<file path="config.mk">
export PLATFORM = sky130hd
export DESIGN_NAME = seq_shift_mult
export DESIGN_NICKNAME = d
export VERILOG_FILES = /design/src/rtl/seq_shift_mult.sv
export SDC_FILE = /design/constraint.sdc
export NUM_CORES = 1
export LEC_CHECK = 0
export CAP_MARGIN = 20
export CORE_MARGIN = 5
export CORE_UTILIZATION = 50
export DETAILED_ROUTE_END_ITERATION = 8
export HOLD_SLACK_MARGIN = 0.02
export PLACE_DENSITY = 0.76
export SETUP_SLACK_MARGIN = 0.5
export SLEW_MARGIN = 20
export SYNTH_ARGS = -nofsm -noshare
export SYNTH_HDL_FRONTEND = slang
export SYNTH_SLANG_ARGS = --single-unit
</file>
<file path="constraint.sdc">
create_clock -name clk -period 3.6 [get_ports clk]
set_input_delay 1.08 -clock clk [delete_from_list [all_inputs] [get_ports clk]]
set_output_delay 1.08 -clock clk [all_outputs]
set_load 0.02 [all_outputs]
</file>
<file path="src/rtl/seq_shift_mult.sv">
// Sequential shift-add Q1.FRAC magnitude multiplier with saturation; sign passes through untouched.
// Optional SEQ_SHIFT_MULT_ROUND_EN selects round-half-up instead of truncation on the final shift.
module seq_shift_mult #(
    parameter int WIDTH = 16,
    parameter int FRAC  = 15
) (
    input  logic             clk,
    input  logic             rst,
    input  logic             start,
    input  logic [WIDTH-1:0] a,
    input  logic [WIDTH-1:0] b,
    input  logic             sign_in,
    output logic             busy,
    output logic             done,
    output logic [WIDTH-1:0] product,
    output logic             sign
);
    localparam int CW = (WIDTH > 1) ? $clog2(WIDTH) : 1;
    localparam int AW = 2 * WIDTH;
    localparam int QW = AW + 1 - FRAC;

    typedef enum logic [1:0] {S_IDLE, S_CALC, S_FIN} state_t;

    state_t           r_state, w_next;
    logic [WIDTH-1:0] r_a, r_b;
    logic [AW-1:0]    r_acc;
    logic [CW-1:0]    r_cnt;
    logic             r_sign_lat;
    logic [WIDTH-1:0] r_product;
    logic             r_sign;
    logic             r_done;

    logic [AW-1:0]    w_add;
    logic [AW:0]      w_sum;
    logic [QW-1:0]    w_q;
    logic [QW-1:0]    w_qmax;
    logic [WIDTH-1:0] w_prod;
    logic             w_last;

    assign w_add  = r_b[0] ? ({{WIDTH{1'b0}}, r_a} << r_cnt) : '0;
    assign w_last = (r_cnt == CW'(WIDTH - 1));

`ifdef SEQ_SHIFT_MULT_ROUND_EN
    assign w_sum = {1'b0, r_acc} + ((AW + 1)'(1) << (FRAC - 1));
`else
    assign w_sum = {1'b0, r_acc};
`endif

    assign w_q    = QW'(w_sum >> FRAC);
    // Clamp to the largest positive value so the downstream negation never overflows.
    assign w_qmax = {{(QW - WIDTH + 1){1'b0}}, {(WIDTH - 1){1'b1}}};
    assign w_prod = (w_q > w_qmax) ? {1'b0, {(WIDTH - 1){1'b1}}} : w_q[WIDTH-1:0];

    always_ff @(posedge clk) begin
        if (rst) r_state <= S_IDLE;
        else     r_state <= w_next;
    end

    always_comb begin
        w_next = r_state;
        case (r_state)
            S_IDLE:  if (start) w_next = S_CALC;
            S_CALC:  if (w_last) w_next = S_FIN;
            S_FIN:   w_next = S_IDLE;
            default: w_next = S_IDLE;
        endcase
    end

    always_ff @(posedge clk) begin
        if (rst) begin
            r_a        <= '0;
            r_b        <= '0;
            r_acc      <= '0;
            r_cnt      <= '0;
            r_sign_lat <= 1'b0;
            r_product  <= '0;
            r_sign     <= 1'b0;
            r_done     <= 1'b0;
        end else begin
            r_done <= 1'b0;
            case (r_state)
                S_IDLE: if (start) begin
                    r_a        <= a;
                    r_b        <= b;
                    r_sign_lat <= sign_in;
                    r_acc      <= '0;
                    r_cnt      <= '0;
                end
                // Always runs the full WIDTH iterations, even once r_b has emptied.
                S_CALC: begin
                    r_acc <= r_acc + w_add;
                    r_b   <= r_b >> 1;
                    r_cnt <= r_cnt + 1'b1;
                end
                S_FIN: begin
                    r_product <= w_prod;
                    r_sign    <= r_sign_lat;
                    r_done    <= 1'b1;
                end
                default: ;
            endcase
        end
    end

    assign busy    = (r_state != S_IDLE);
    assign done    = r_done;
    assign product = r_product;
    assign sign    = r_sign;

endmodule

</file>
=== Word-level counts from Yosys, hierarchy flattened ===
Index checks and enable logic that the tools add are counted.

* Register bits after elaboration: 89
* Input port bits: 36
* Word-level logic and storage cells: 36

* $add $sub $neg: 2
* $lt $le $gt $ge: 1
* Equality and inequality tests: 5
* Shift operators: 1
* Mux-type cells: 12
* Reductions and logical operators: 6

{| class="wikitable"
|+ Operators with widths
! cell !! number
|-
| 32-bit 2-to-1 mux || 2
|-
| 32-bit case mux with 2 select lines || 1
|-
| 32-bit adder || 1
|-
| 16-bit 2-to-1 mux || 2
|-
| 16-bit case mux with 2 select lines || 1
|-
| 16-bit by 4-bit << shifter with 32-bit output || 1
|-
| 17-bit by 15-bit > comparator with 1-bit output (second input constant) || 1
|-
| 4-bit case mux with 2 select lines || 1
|-
| 2-bit AND reduction || 3
|-
| 4-bit by 1-bit adder with 4-bit output (second input constant) || 1
|-
| 4-bit == test (second input constant) || 1
|-
| 2-bit 2-to-1 mux || 2
|-
| 4-bit 2-to-1 mux || 1
|-
| 2-bit inequality test (second input constant) || 2
|-
| 2-bit case mux with 2 select lines || 1
|-
| 2-bit nonzero test || 2
|-
| 2-bit by 1-bit == test with 1-bit output (second input constant) || 1
|-
| 2-bit == test (second input constant) || 1
|-
| 2-bit zero test || 1
|-
| 1-bit 2-to-1 mux || 1
|}

=== Longest topological paths before layout ===
Gate-level depths: netlist of the first run.

* Depth after elaboration: 4
* Gate-level depth with buffers: 17
* Depth with buffers taken out: 15

=== Worst setup path after synthesis of the first run ===
No wires, ideal clock.

* Path type: register to register
* Start point: register r_cnt[0]
* End point: register r_acc[30]
* Arrival: 3.322 ns
* Required time: 3.483 ns
* Setup slack: 0.160 ns
* Cell stages (with the launch flop): 15
* Buffers on the path: 3
* Period minus slack after synthesis: 3.440 ns
* Path through: dfxtp_1 buf_2 buf_2 mux4_2 mux2i_1 o32ai_1 ha_1 buf_2 and3_1 nand2_1 or3_1 o211ai_2 o2111ai_1 a21o_1 a32o_1

* Cells in the longest elaborated chain, start to end: 4

{| class="wikitable"
|+ RTL lines
! what !! RTL line !! text
|-
| from (decl) || 27 || <nowiki>logic [CW-1:0] r_cnt;</nowiki>
|-
| from (signal assigned) || 93 || <nowiki>r_cnt <= r_cnt + 1'b1;</nowiki>
|-
| 16-bit by 4-bit << shifter with 32-bit output || 40 || <nowiki>assign w_add = r_b[0] ? ({{WIDTH{1'b0}}, r_a} << r_cnt) : '0;</nowiki>
|-
| 32-bit 2-to-1 mux || 40 ||
|-
| 32-bit adder || 91 || <nowiki>r_acc <= r_acc + w_add;</nowiki>
|-
| 32-bit case mux with 2 select lines || 81 || <nowiki>case (r_state)</nowiki>
|-
| to (signal assigned) || 91 ||
|-
| to (decl) || 26 || <nowiki>logic [AW-1:0] r_acc;</nowiki>
|}

Every way passes these cells.
A chain may end at the register's enable or synchronous reset.

=== Worst setup path after layout of the first run ===
* Start point: register r_cnt[0]
* End point: register r_acc[27]

The elaborated chain is that of the path after synthesis.

==> results of run 1 <==
## metrics by stage
stage | worst slack, ns | hold slack [ns]
floorplan | 0.368 | 0.432
global placement | 0.167 | 0.442
detailed placement | 0.0729 | 0.457
CTS | 0.241 | 0.466
global route | -0.137 | 0.487
finish | -0.0180 | 0.462
## flip-flops by register name, summed over array words and instances (netlist names), 2 cells and up
signal / count
r_b: 16
r_a: 16
r_acc: 32
r_state: 2
product: 16
r_cnt: 4
## layout by cell type (no fill, tap or decap), types with 5 or more instances in the layout
master             n
o31ai_1            5
nand2b_1           8
mux2i_1           16
o21ai_1           14
buf_4             65
ha_4               7
xnor2_1            8
or2_2              5
nand3_1           26
xor2_1             7
ha_2               5
o211ai_1           6
and3_1             7
nor3_1            31
nor4_1            15
o21a_1             5
a21oi_2            9
o21ai_0           13
nor2b_1           13
nand2_1          103
dfxtp_1           86
and2_1             5
a31oi_1            6
nand4_1           10
a21oi_1           50
mux4_2             5
clkbuf_16          9
inv_1             10
a21o_1            17
nor2_1           126
clkdlybuf4s50_1   53
ha_1              20
## timing repair
action,in CTS,in global routing
resized for setup,63,48
pin swaps,36,34
endpoints found under the setup margin,22,22
cloned,2,0
buffers inserted,19,6
## critical path: cells and delay by family, from the launching register on
kind / cells / cell delay (ns)
compound gates: 3 / 0.47
xor+xnor: 1 / 0.16
fa+ha+maj: 1 / 0.42
buf+inv: 1 / 0.14
flops: 1 / 0.39
mux: 1 / 0.55
simple gates: 8 / 1.39
## metal layers
metal	GRT usage, %	wire length, um	up-vias	part of all wire [%]
met5	0	0	-	0
met4	9.78	496	0	2.7
met3	4.12	1130	42	6.2
met2	41.8	8780	249	49
met1	31.1	7680	2924	42
li1	-	-	3001	-
## cell families after synthesis
group / share of synthesized area [%]
buf+inv: 4.59
xor+xnor: 2.51
compound gates: 21.1
simple gates: 28.0
mux: 6.72
fa+ha+maj: 7.08
flops: 30.0
## power groups by stage
stage | logic (W) | clock network (W) | registers [W]
4_1_cts | 0.000338 | 0.000906 | 0.00105
3_5_place_dp | 0.000301 | 0 | 0.00107
5_1_grt | 0.000394 | 0.000954 | 0.00105
3_3_place_gp | 0.000294 | 0 | 0.00107
6_report | 0.000363 | 0.000889 | 0.00105
2_1_floorplan | 0.000194 | 0 | 0.00106
## layout make-up
cell class	instances	area, sq um
multi-input combinational	639	4380
clock buffer	11	233
tap	143	179
timing repair buffer	127	1170
fill	939	3660
inverter	13	56.3
clock inverter	5	41.3
sequential	89	1790
## final timing paths
path               from    endpoint  slack (ns)  cells after the start
max            r_cnt[0]   r_acc[27]       -0.02                     15
min          r_sign_lat  r_sign_lat        0.46                      2
max reg2reg    r_cnt[0]   r_acc[27]       -0.02                     15
min reg2reg  r_sign_lat  r_sign_lat        0.46                      2
==> metrics.yaml, run 1 <==
detailed_routing:
  vias: 6216
  via_per_inst: 6.05
  wirelength_mm: 18.1
  ant_nets: 0
  drt-pass1-iter-count: 5
  drc: 0
  drt_iter0_markers: 464
  wl_per_cell_um: 17.6
synth:
  synth_edf_count: 0
  ys_warn_count: 0
  syn_inst: 798
  syn_avg_cell_area_sq_um: 7.44
  ys_ff_latch: 89
  synth_nets: 867
  synthTopCellsByArea: "dfxtp_1, nor2_1, nand2_1"
  ys_async_sr_fraction_pct: 0
  synth_top_area_cell: "dfxtp_1"
  seq_area_frac_synth_pct: 30.0
  synth-main-ff-cell: "dfxtp_1"
  synth_top_cells_by_count: "nor2_1, nand2_1, dfxtp_1, a21oi_1, clkbuf_1"
  yosysMostFrequentCell: "nor2_1"
  synth_area_sq_um: 5940
  netlist-cell-type-count: 65
  yosys.area.top_type_share_pct: 30.0
finish:
  diodes: 0
  drive_above_1_share_pct: 20.8
  fin_cells: 1027
  postLayoutCoreUtil_pct: 68.2
  area_delta_synth_final_pct: 32.3
  fin_area_sq_um: 7860
  fin_nets: 948
worst_setup_path:
  cp_max_fo: 6
  worstSetupEndpointType: "flop"
  slowest_delay_ns: 0.55
  crit_top_cell: "nand2_1"
  cp.required_ns: 3.85
  slowest_stage: "mux4_2"
  cp.arrival_ns: 3.87
  worstSetupPathType: "flop to flop"
  worstPathCellList: "buf_16 > mux4_2 > nand2_1 > nand2_1 > nand2_1 > o31a_1 > nor2b_1 > ha_1 > nand2_1 > nor2_1 > nand3_1 > nor4bb_1 > a211oi_2 > xnor2_1 > a22o_1"
  critPathLaunchType: "flop"
min_path:
  hp-class: "flop to flop"
timing:
  fin_setup_tns_ns: -0.0180
  worst_slew_pin_slew_ns: 0.671
  post-route-period-util_pct: 100
  maxSlewHeadroom_pct: 55.3
  slew_violations: 0
  setup_violations: 1
  timing.fmax_ghz: 0.276
  hold_violations: 0
  setup_ws_ns: -0.0180
  layout_min_cycle_time_ns: 3.62
  grt_setup_unrepaired: "true"
  fin_worst_skew_ns: 0.0138
floorplanning:
  core-area_sq_um: 11500
  die_area_sq_um: 14200
  die_h_um: 119
  io_pins: 55
  start_util_pct: 51.6
  die_x_um: 119
  row_count: 39
power:
  peakVddDrop_mv: 0.271
  p_per_area_nw_per_um2: 293
  p_leak_nw: 3.15
  p_int_w: 0.00166
  comb_power_share_pct: 15.8
  netSwitchingFraction_pct: 27.9
  finalPower_w: 0.00230
  seq_power_share_pct: 45.6
  p_sw_w: 0.000642
  pwr-share-clk_pct: 38.7
run_status:
  status: "finished with violations"
  violations: "negative setup slack"
place:
  dp_hpwl_mm: 12.3
  place_inst: 984
  gp_congestion: 0.890
  port_buffers: 54
  placed_cell_area_sq_um: 6830
clock_tree:
  cts_htree_levels: 3
  clk_latency_ns: 0.36
  cts_buffers: 9
  hold_buffers: 0
  cts_root_buffer: "clkbuf_16"
  clk_pin_slew_ns: 0.07
  cts_tree: "yes"
  cts_max_path_buffers: 2
  clkSinkCount: 89
global_route:
  grt_pass1_wl_mm: 28.6
  grt.overflow.total: 0
  grt_pass1_vias: 5899
  antenna_found_initial: 0
  track_usage_pct: 24.6
  grt_max_degree: 46
flow_run:
  maxCapViolCount: 0
(Power assumes the default switching activity.)
==> run 2, diff against run 1 <==
--- a/config.mk
+++ b/config.mk
@@ -6,6 +6,7 @@
 export NUM_CORES = 1
 export LEC_CHECK = 0
 export CAP_MARGIN = 20
+export CORE_ASPECT_RATIO = 2
 export CORE_MARGIN = 5
 export CORE_UTILIZATION = 50
 export DETAILED_ROUTE_END_ITERATION = 8
==> metrics.yaml, run 2 (same netlist as run 1, synthesis figures left out) <==
power:
  seq_power_share_pct: 43.8
  peakVddDrop_mv: 0.302
  p_int_w: 0.00174
  pwr-share-clk_pct: 40.3
  p_per_area_nw_per_um2: 297
  finalPower_w: 0.00240
  p_sw_w: 0.000663
  netSwitchingFraction_pct: 27.6
  p_leak_nw: 3.22
  comb_power_share_pct: 15.9
global_route:
  grt.overflow.total: 0
  antenna_found_initial: 0
  grt_pass1_wl_mm: 31.0
  grt_pass1_vias: 6449
  track_usage_pct: 27.8
  grt_max_degree: 53
worst_setup_path:
  cp.required_ns: 3.83
  cp.arrival_ns: 3.66
  worstSetupEndpointType: "flop"
  slowest_stage: "dfxtp_4"
  cp_max_fo: 4
  critPathLaunchType: "flop"
  critPathTopFamily: "compound AO/OA/AOI/OAI gates"
  worstPathCellList: "buf_12 > buf_16 > mux2_2 > o21ai_2 > nor2_1 > a21oi_2 > mux2_4 > nor2b_4 > ha_4 > buf_6 > nand2_4 > o211ai_1 > o311a_1 > a31oi_2 > o22ai_1 > mux2_1"
  slowest_delay_ns: 0.38
  critPathBufInv: 3
  worstSetupPathType: "flop to flop"
timing:
  slew_violations: 0
  layout_min_cycle_time_ns: 3.42
  timing.fmax_ghz: 0.292
  worst_slew_pin_slew_ns: 0.928
  fin_worst_skew_ns: 0.00876
  maxSlewHeadroom_pct: 37.9
  post-route-period-util_pct: 95.0
  hold_violations: 0
  setup_violations: 0
  grt_setup_unrepaired: "true"
  fin_setup_tns_ns: 0
place:
  placed_cell_area_sq_um: 6820
  place_inst: 984
  dp_hpwl_mm: 14.0
  port_buffers: 54
  gp_congestion: 0.991
finish:
  final_cell_mix: "nor2_1, nand2_1, dfxtp_1"
  drive_above_1_share_pct: 23.5
  postLayoutCoreUtil_pct: 69.1
  final.fill_count: 895
  largest_reg_flops: 32
  multiInputGateArea_sq_um: 4470
  fin_area_sq_um: 8090
  fin_cells: 1038
  seqCellArea_sq_um: 1790
  fin_nets: 957
  diodes: 0
  area_delta_synth_final_pct: 36.3
  layout_commonest_cell: "nor2_1"
  max_flop_register: "r_acc"
detailed_routing:
  via_per_inst: 6.14
  drc: 0
  wl_per_cell_um: 19.2
  drt-pass1-iter-count: 7
  ant_nets: 0
  drt_iter0_markers: 362
  vias: 6370
  wirelength_mm: 19.9
floorplanning:
  die_x_um: 87.1
  core-area_sq_um: 11700
  io_pins: 55
  die_area_sq_um: 14300
  start_util_pct: 50.7
  row_count: 56
  die_h_um: 164
clock_tree:
  clk_latency_ns: 0.35
  cts_tree: "yes"
  cts_max_path_buffers: 2
  cts_buffers: 9
  cts_root_buffer: "clkbuf_16"
  clk_pin_slew_ns: 0.07
  clkSinkCount: 89
  cts_htree_levels: 3
run_status:
  status: "completed"
min_path:
  hp-class: "flop to flop"
flow_run:
  maxCapViolCount: 0
[run 2: final timing paths]
kind | start | endpoint | slack [ns] | cells after the start
setup / recovery | r_cnt[0] | r_acc[31] | 0.18 | 16
hold / removal | r_acc[3] | r_acc[3] | 0.47 | 2
setup reg to reg | r_cnt[0] | r_acc[31] | 0.18 | 16
hold reg to reg | r_acc[3] | r_acc[3] | 0.47 | 2
[run 2: area by class of cell]
| cell class | count | area share (%) |
|---|---|---|
| repair buffers | 136 | 16.0 |
| well taps | 145 | 2.24 |
| multi-input cells | 639 | 55.3 |
| clock inverters | 7 | 0.959 |
| flip-flops and latches | 89 | 22.1 |
| clock buffers | 9 | 2.78 |
| inverters | 13 | 0.603 |
[run 2: worst register-to-register path, stage by stage (launching register included)]
cell and delay [ns]:
dfxtp_4 0.38, buf_12 0.11, buf_16 0.10, mux2_2 0.36
o21ai_2 0.18, nor2_1 0.08, a21oi_2 0.17, mux2_4 0.19
nor2b_4 0.05, ha_4 0.27, buf_6 0.11, nand2_4 0.05
o211ai_1 0.33, o311a_1 0.28, a31oi_2 0.11, o22ai_1 0.21
mux2_1 0.33
[run 2: timing repair]
item,in CTS,in global routing
resized for setup,99,34
setup buffers,21,14
hold buffers,0,0
setup endpoints to repair,21,22
gates cloned,2,1
pin swaps,45,32
[run 2: metal layers]
| layer | GRT usage [%] | up-vias | routed length [um] |
|---|---|---|---|
| li1 | - | 3027 | - |
| met1 | 26.2 | 2980 | 6720 |
| met2 | 53.5 | 263 | 10900 |
| met3 | 3.21 | 100 | 882 |
| met4 | 18.4 | 0 | 1470 |
| met5 | 0 | - | 0 |
[run 2: power groups by stage]
stage,sequential (W),combinational [W],clock (W)
floorplan,0.00106,0.000194,0
global placement,0.00107,0.000299,0
detailed placement,0.00107,0.000306,0
CTS,0.00105,0.000357,0.000981
global route,0.00105,0.000413,0.00102
finish,0.00105,0.000381,0.000968
[run 2: stage by stage]
step / worst slack [ns] / hold WS, ns
finish: 0.179 / 0.468
CTS: 0.271 / 0.474
detailed placement: 0.0497 / 0.446
floorplan: 0.368 / 0.432
global route: 0.0871 / 0.490
global placement: 0.127 / 0.444
==> run 3, diff against run 2 <==
--- a/config.mk
+++ b/config.mk
@@ -5,13 +5,14 @@
 export SDC_FILE = /design/constraint.sdc
 export NUM_CORES = 1
 export LEC_CHECK = 0
+export ABC_AREA = 1
 export CAP_MARGIN = 20
 export CORE_ASPECT_RATIO = 2
 export CORE_MARGIN = 5
 export CORE_UTILIZATION = 50
 export DETAILED_ROUTE_END_ITERATION = 8
 export HOLD_SLACK_MARGIN = 0.02
-export PLACE_DENSITY = 0.76
+export PLACE_DENSITY = 0.75
 export SETUP_SLACK_MARGIN = 0.5
 export SLEW_MARGIN = 20
 export SYNTH_ARGS = -nofsm -noshare
==> metrics.yaml, run 3 <==
global_route:
  antenna_found_initial: 0
  track_usage_pct: 26.5
  grt_pass1_wl_mm: 31.2
  grt.overflow.total: 0
  grt_max_degree: 54
  grt_pass1_vias: 6438
finish:
  postLayoutCoreUtil_pct: 60.7
  final_cell_mix: "nand2_1, inv_1, nor2_1"
  layout_commonest_cell: "nand2_1"
  max_flop_register: "r_acc"
  diodes: 0
  area_delta_synth_final_pct: 19.8
  largest_reg_flops: 32
  fin_nets: 1168
  fin_cells: 1254
  drive_above_1_share_pct: 11.9
detailed_routing:
  via_per_inst: 5.44
  drt-pass1-iter-count: 5
  drc: 0
  ant_nets: 0
  wirelength_mm: 19.9
  vias: 6818
  wl_per_cell_um: 15.8
  drt_iter0_markers: 314
synth:
  yosys.area.top_type_share_pct: 28.2
  ys_async_sr_fraction_pct: 0
  synth_top_area_cell: "dfxtp_1"
  yosysMostFrequentCell: "nand2_1"
  netlist-cell-type-count: 37
  ys_warn_count: 0
  synthTopCellsByArea: "dfxtp_1, nand2_1, inv_1"
  seq_area_frac_synth_pct: 28.2
  synth_nets: 1118
  synth_edf_count: 0
  synth_top_cells_by_count: "nand2_1, inv_1, nor2_1, a21oi_1, dfxtp_1"
  syn_inst: 1049
  synth-main-ff-cell: "dfxtp_1"
  ys_ff_latch: 89
  synth_area_sq_um: 6320
  syn_avg_cell_area_sq_um: 6.03
timing:
  worst_slew_pin_slew_ns: 0.840
  grt_setup_unrepaired: "true"
  timing.fmax_ghz: 0.339
  setup_violations: 0
  fin_setup_tns_ns: 0
  slew_violations: 0
  hold_violations: 0
  fin_worst_skew_ns: 0.0106
  maxSlewHeadroom_pct: 44.0
  layout_min_cycle_time_ns: 2.95
  hold_slack_ns: 0.446
  post-route-period-util_pct: 81.8
place:
  port_buffers: 54
  place_inst: 1223
  dp_hpwl_mm: 15.1
  gp_congestion: 0.992
clock_tree:
  cts_buffers: 9
  cts_root_buffer: "clkbuf_16"
  hold_buffers: 0
  clkSinkCount: 89
  clk_pin_slew_ns: 0.08
  clk_latency_ns: 0.35
  cts_htree_levels: 3
  cts_max_path_buffers: 2
  cts_tree: "yes"
min_path:
  hp-class: "flop to flop"
floorplanning:
  die_x_um: 89.5
  die_area_sq_um: 15100
  row_count: 58
  start_util_pct: 50.6
  core-area_sq_um: 12500
  die_h_um: 169
  io_pins: 55
run_status:
  status: "completed"
worst_setup_path:
  worstPathCellList: "buf_4 > nand2_1 > nand2_1 > inv_1 > nand2_1 > o21ai_1 > or2_2 > o22ai_1 > ha_1 > nand2_1 > inv_1 > a21oi_1 > nand3_2 > nand2_1 > nand2_1 > nand2_1 > nand3_1 > a21oi_1"
  worstSetupPathType: "flop to flop"
  cp.required_ns: 3.89
  slowest_delay_ns: 0.35
  slowest_stage: "dfxtp_2"
  critPathLaunchType: "flop"
  worstSetupEndpointType: "flop"
  critPathTopFamily: "simple AND/OR/NAND/NOR gates"
  critPathBufInv: 3
  cp.arrival_ns: 3.23
  crit_top_cell: "nand2_1"
  cp_max_fo: 20
power:
  comb_power_share_pct: 15.5
  p_per_area_nw_per_um2: 313
  peakVddDrop_mv: 0.379
  finalPower_w: 0.00237
  netSwitchingFraction_pct: 30.4
  p_sw_w: 0.000721
  p_leak_nw: 3.55
  seq_power_share_pct: 44.4
  p_int_w: 0.00165
  pwr-share-clk_pct: 40.1
flow_run:
  maxCapViolCount: 0
==> run 3: final cells by class <==
class | count | area [sq um]
repair inverters | 2 | 15.0
flip-flops and latches | 89 | 1780
clock buffers | 9 | 225
clock inverters | 7 | 66.3
repair buffers | 76 | 722
fillers | 1235 | 4910
well taps | 150 | 188
inverters | 160 | 608
multi-input cells | 761 | 3970
==> run 3: path summary, 6_finish.rpt <==
path	startpoint	end	slack (ns)	depth (start not counted)
max	r_cnt[0]	r_acc[28]	0.65	18
min	product[15]	product[15]	0.45	2
max reg2reg	r_cnt[0]	r_acc[28]	0.65	18
min reg2reg	product[15]	product[15]	0.45	2
==> run 3: what timing repair did <==
item	4_1_cts	5_1_grt
resized for setup	0	77
setup buffers	0	13
endpoints found under the setup margin	0	24
==> run 3: cells by family after synthesis <==
group / Yosys count / share of synthesized area (%)
flops: 89 / 28.2
fa+ha+maj: 33 / 6.65
buf+inv: 199 / 12.5
mux: 1 / 0.158
compound gates: 207 / 18.3
simple gates: 520 / 34.2
==> run 3: routing by layer <==
metal	global-route usage, %	vias to the layer above	wire, um
met5	0	-	0
met4	16.2	0	1360
met3	2.87	71	671
met2	46.8	172	10200
met1	29.0	3116	7610
li1	-	3459	-
==> run 3: per-stage QoR <==
stage | setup WS (ns) | area, sq um
final | 0.654 | 7570
after floorplan | 1.08 | 6320
after detailed placement | 0.457 | 6940
after global placement | 0.517 | 6940
after CTS | 0.529 | 7230
after global routing | 0.433 | 7570
==> run 3: tightest hold or removal path, cell delays in order (launching register included) <==
cell and delay [ns]:
dfxtp_1 0.31, nand2_1 0.06, nor2_1 0.04
==> run 3: power groups by stage <==
stage | Clock [W] | Sequential [W] | Combinational, W
4_1_cts | 0.000952 | 0.00105 | 0.000330
6_report | 0.000950 | 0.00105 | 0.000368
5_1_grt | 0.000997 | 0.00106 | 0.000411
3_5_place_dp | 0 | 0.00107 | 0.000328
3_3_place_gp | 0 | 0.00107 | 0.000325
2_1_floorplan | 0 | 0.00106 | 0.000232
==> variant, RTL diff (settings of run 3) <==
Add a define of `SEQ_SHIFT_MULT_ROUND_EN`.
--- a/src/rtl/seq_shift_mult.sv
+++ b/src/rtl/seq_shift_mult.sv
@@ -2,2 +2,4 @@
 // Optional SEQ_SHIFT_MULT_ROUND_EN selects round-half-up instead of truncation on the final shift.
+`define SEQ_SHIFT_MULT_ROUND_EN
+
 module seq_shift_mult #(
Formal check against the unedited RTL: same outputs for any inputs over 10 cycles, from zero or initial values and one cycle with rst high; that may be too few to reach the edited logic, so the function may still have changed.
==> variant against run 3 <==
  * Critical endpoint is now r_acc[18]
  * Utilization grew 0.082 points
  * Power decreased by 1.1%
  * Worst setup slack lost 0.017 ns
  * Sequential cell count unchanged
  * Final area up 4.8%
  * Clock power is 3.6% lower
  * Routed wire length rose by 8.0%
  * Fmax fell by 0.59%
  * Cell count rose by 6.7%
  * Sequential power barely moved
  * Area after synthesis up 5.8%
==> variant: results (changes against run 3) <==
Setup path
  – Slowest-stage cell, CP: ha_1 (was dfxtp_2)
  – CP peak stage delay: 0.44 ns (was 0.35 ns)
  – WP data arrival: 3.24 ns (was 3.23 ns)
  – Worst-path fanout max: 8 (was 20)

GRT
  – First-pass GRT wire length: 34000 µm (was 31200 µm)
  – Vias in the first global route: 7170 (was 6438)
  – Total Routing Usage GR: 26.6% (was 26.5%)
  – Pin count of the biggest net entering global routing: 37 (was 54)

Finish
  – Antenna diodes: 0 (unchanged)
  – Reg with most FFs: r_acc (unchanged)
  – Max reg flops: 32 (unchanged)
  – Final nets: 1251 (was 1168)
  – Layout cells sized above 1: 11.4% (was 11.9%)

Route
  – Vias: 7435 (was 6818)
  – DR pass1 iterations: 6 (was 5)
  – DR iter-0 viols: 323 (was 314)
  – WL/cell: 16.0 µm (was 15.8 µm)
  – Avg Vias per Cell: 5.56 (was 5.44)

Timing
  – Relative slew slack: 50.0% (was 44.0%)
  – Clock Skew: 0.0105 ns (was 0.0106 ns)
  – Max-slew violations: 0 (unchanged)

Clock network
  – H-Tree Depth: 3 (unchanged)
  – Num CTS Buffers: 9 (unchanged)
  – Resized cells post-CTS: 0 (unchanged)
  – Skew-Pair Late Insertion Delay: 0.35 ns (about the same)
  – Post-CTS Setup Repair Bufs: 0 (unchanged)
  – Clk slew on worst S/H paths: approximately 0.07 ns

Power
  – Flop pwr share: 45.0% (was 44.4%)
  – Clock network power: 0.000916 W (was 0.000950 W)
  – Comb pwr share: 15.9% (was 15.5%)
  – Cell Int Power: 0.00165 W (about the same)
  – Leak: 3.69 nW (was 3.55 nW)
  – Worst VDD drop: 0.000314 V (was 0.000379 V)

Logic synthesis
  – Post-synth top area share: 26.6% (was 28.2%)
  – Count leader, synth: nand2_1 (unchanged)
  – Top cells by area, synth: dfxtp_1, nand2_1, inv_1, a21oi_1, nor2_1 (was dfxtp_1, nand2_1, inv_1, a21oi_1, ha_1)
  – Ys async rst share: 0% (unchanged)
  – Syn_area_per_cell: 5.93 µm² (was 6.03 µm²)
  – Top cells by instance count after synthesis: nand2_1, inv_1, nor2_1 (unchanged)
  – Yosys warns: 0 (unchanged)
  – Syn_nets: 1198 (was 1118)
  – Seq/Total Area, Yosys: 26.6% (was 28.2%)
  – Synth cell types: 39 (was 37)

Placement
  – Dpl hpwl: 16600 µm (was 15100 µm)
  – Cell Area, Placed: 7340 µm² (was 6940 µm²)
  – IO buf count: 54 (unchanged)
  – Routability cong.: 1.01 (was 0.992)
  – Setup WS pre-CTS: 0.550 ns (was 0.457 ns)

Worst hold path
  – Worst Hold Class: reg2reg (unchanged)

Run status
  – Status: finished clean (unchanged)
## variant: cell count changes after synthesis, sizes merged, moves of 4 or more
cell and delta:
nand3 +6, nor2 +24, inv -7, nand2 +20, clkbuf +9, buf -7
xor2 +4, a21oi +9, nand4 +6
## variant: path summary, 6_finish.rpt
check                           slack, ns   startpoint  depth (start not counted)          end
worst max-delay path                 0.64     r_cnt[0]                         21    r_acc[18]
worst min-delay path                 0.44  product[15]                          2  product[15]
worst max register to register       0.64     r_cnt[0]                         21    r_acc[18]
worst min register to register       0.44  product[15]                          2  product[15]
## variant: critical path: cells and delay by family (launching register included)
| family | cells | cell delay, ns |
|---|---|---|
| adder cells (fa/ha/maj) | 1 | 0.44 |
| AND/OR/NAND/NOR | 12 | 1.18 |
| buffers and inverters | 5 | 0.46 |
| AO/OA/AOI/OAI | 3 | 0.41 |
| flip-flops | 1 | 0.38 |
## variant: cells by family (layout without fill, tap and decap cells)
group	count (synthesis)	after routing	share of synthesized area, %
flip-flops	89	89	26.6
AND/OR/NAND/NOR	585	585	36.1
adder cells (fa/ha/maj)	34	34	6.47
buffers and inverters	194	252	11.1
multiplexers	1	1	0.150
XOR/XNOR	6	6	0.898
AO/OA/AOI/OAI	219	219	18.6
## variant: metal layers
layer | vias up | track usage, % | part of all wire, %
li1 | 3745 | - | -
met1 | 3364 | 25.6 | 35
met2 | 225 | 50.4 | 54
met3 | 101 | 3.00 | 3.1
met4 | 0 | 19.6 | 8.5
met5 | - | 0 | 0
## variant: layout make-up
type                    instances  area [µm²]
clock inverters                 6        48.8
repair inverters                3        20.0
multi-input cells             845        4340
well taps                     152         190
flip-flops and latches         89        1790
clock buffers                  10         229
fillers                      1311        5130
repair buffers                 80         743
inverters                     153         582
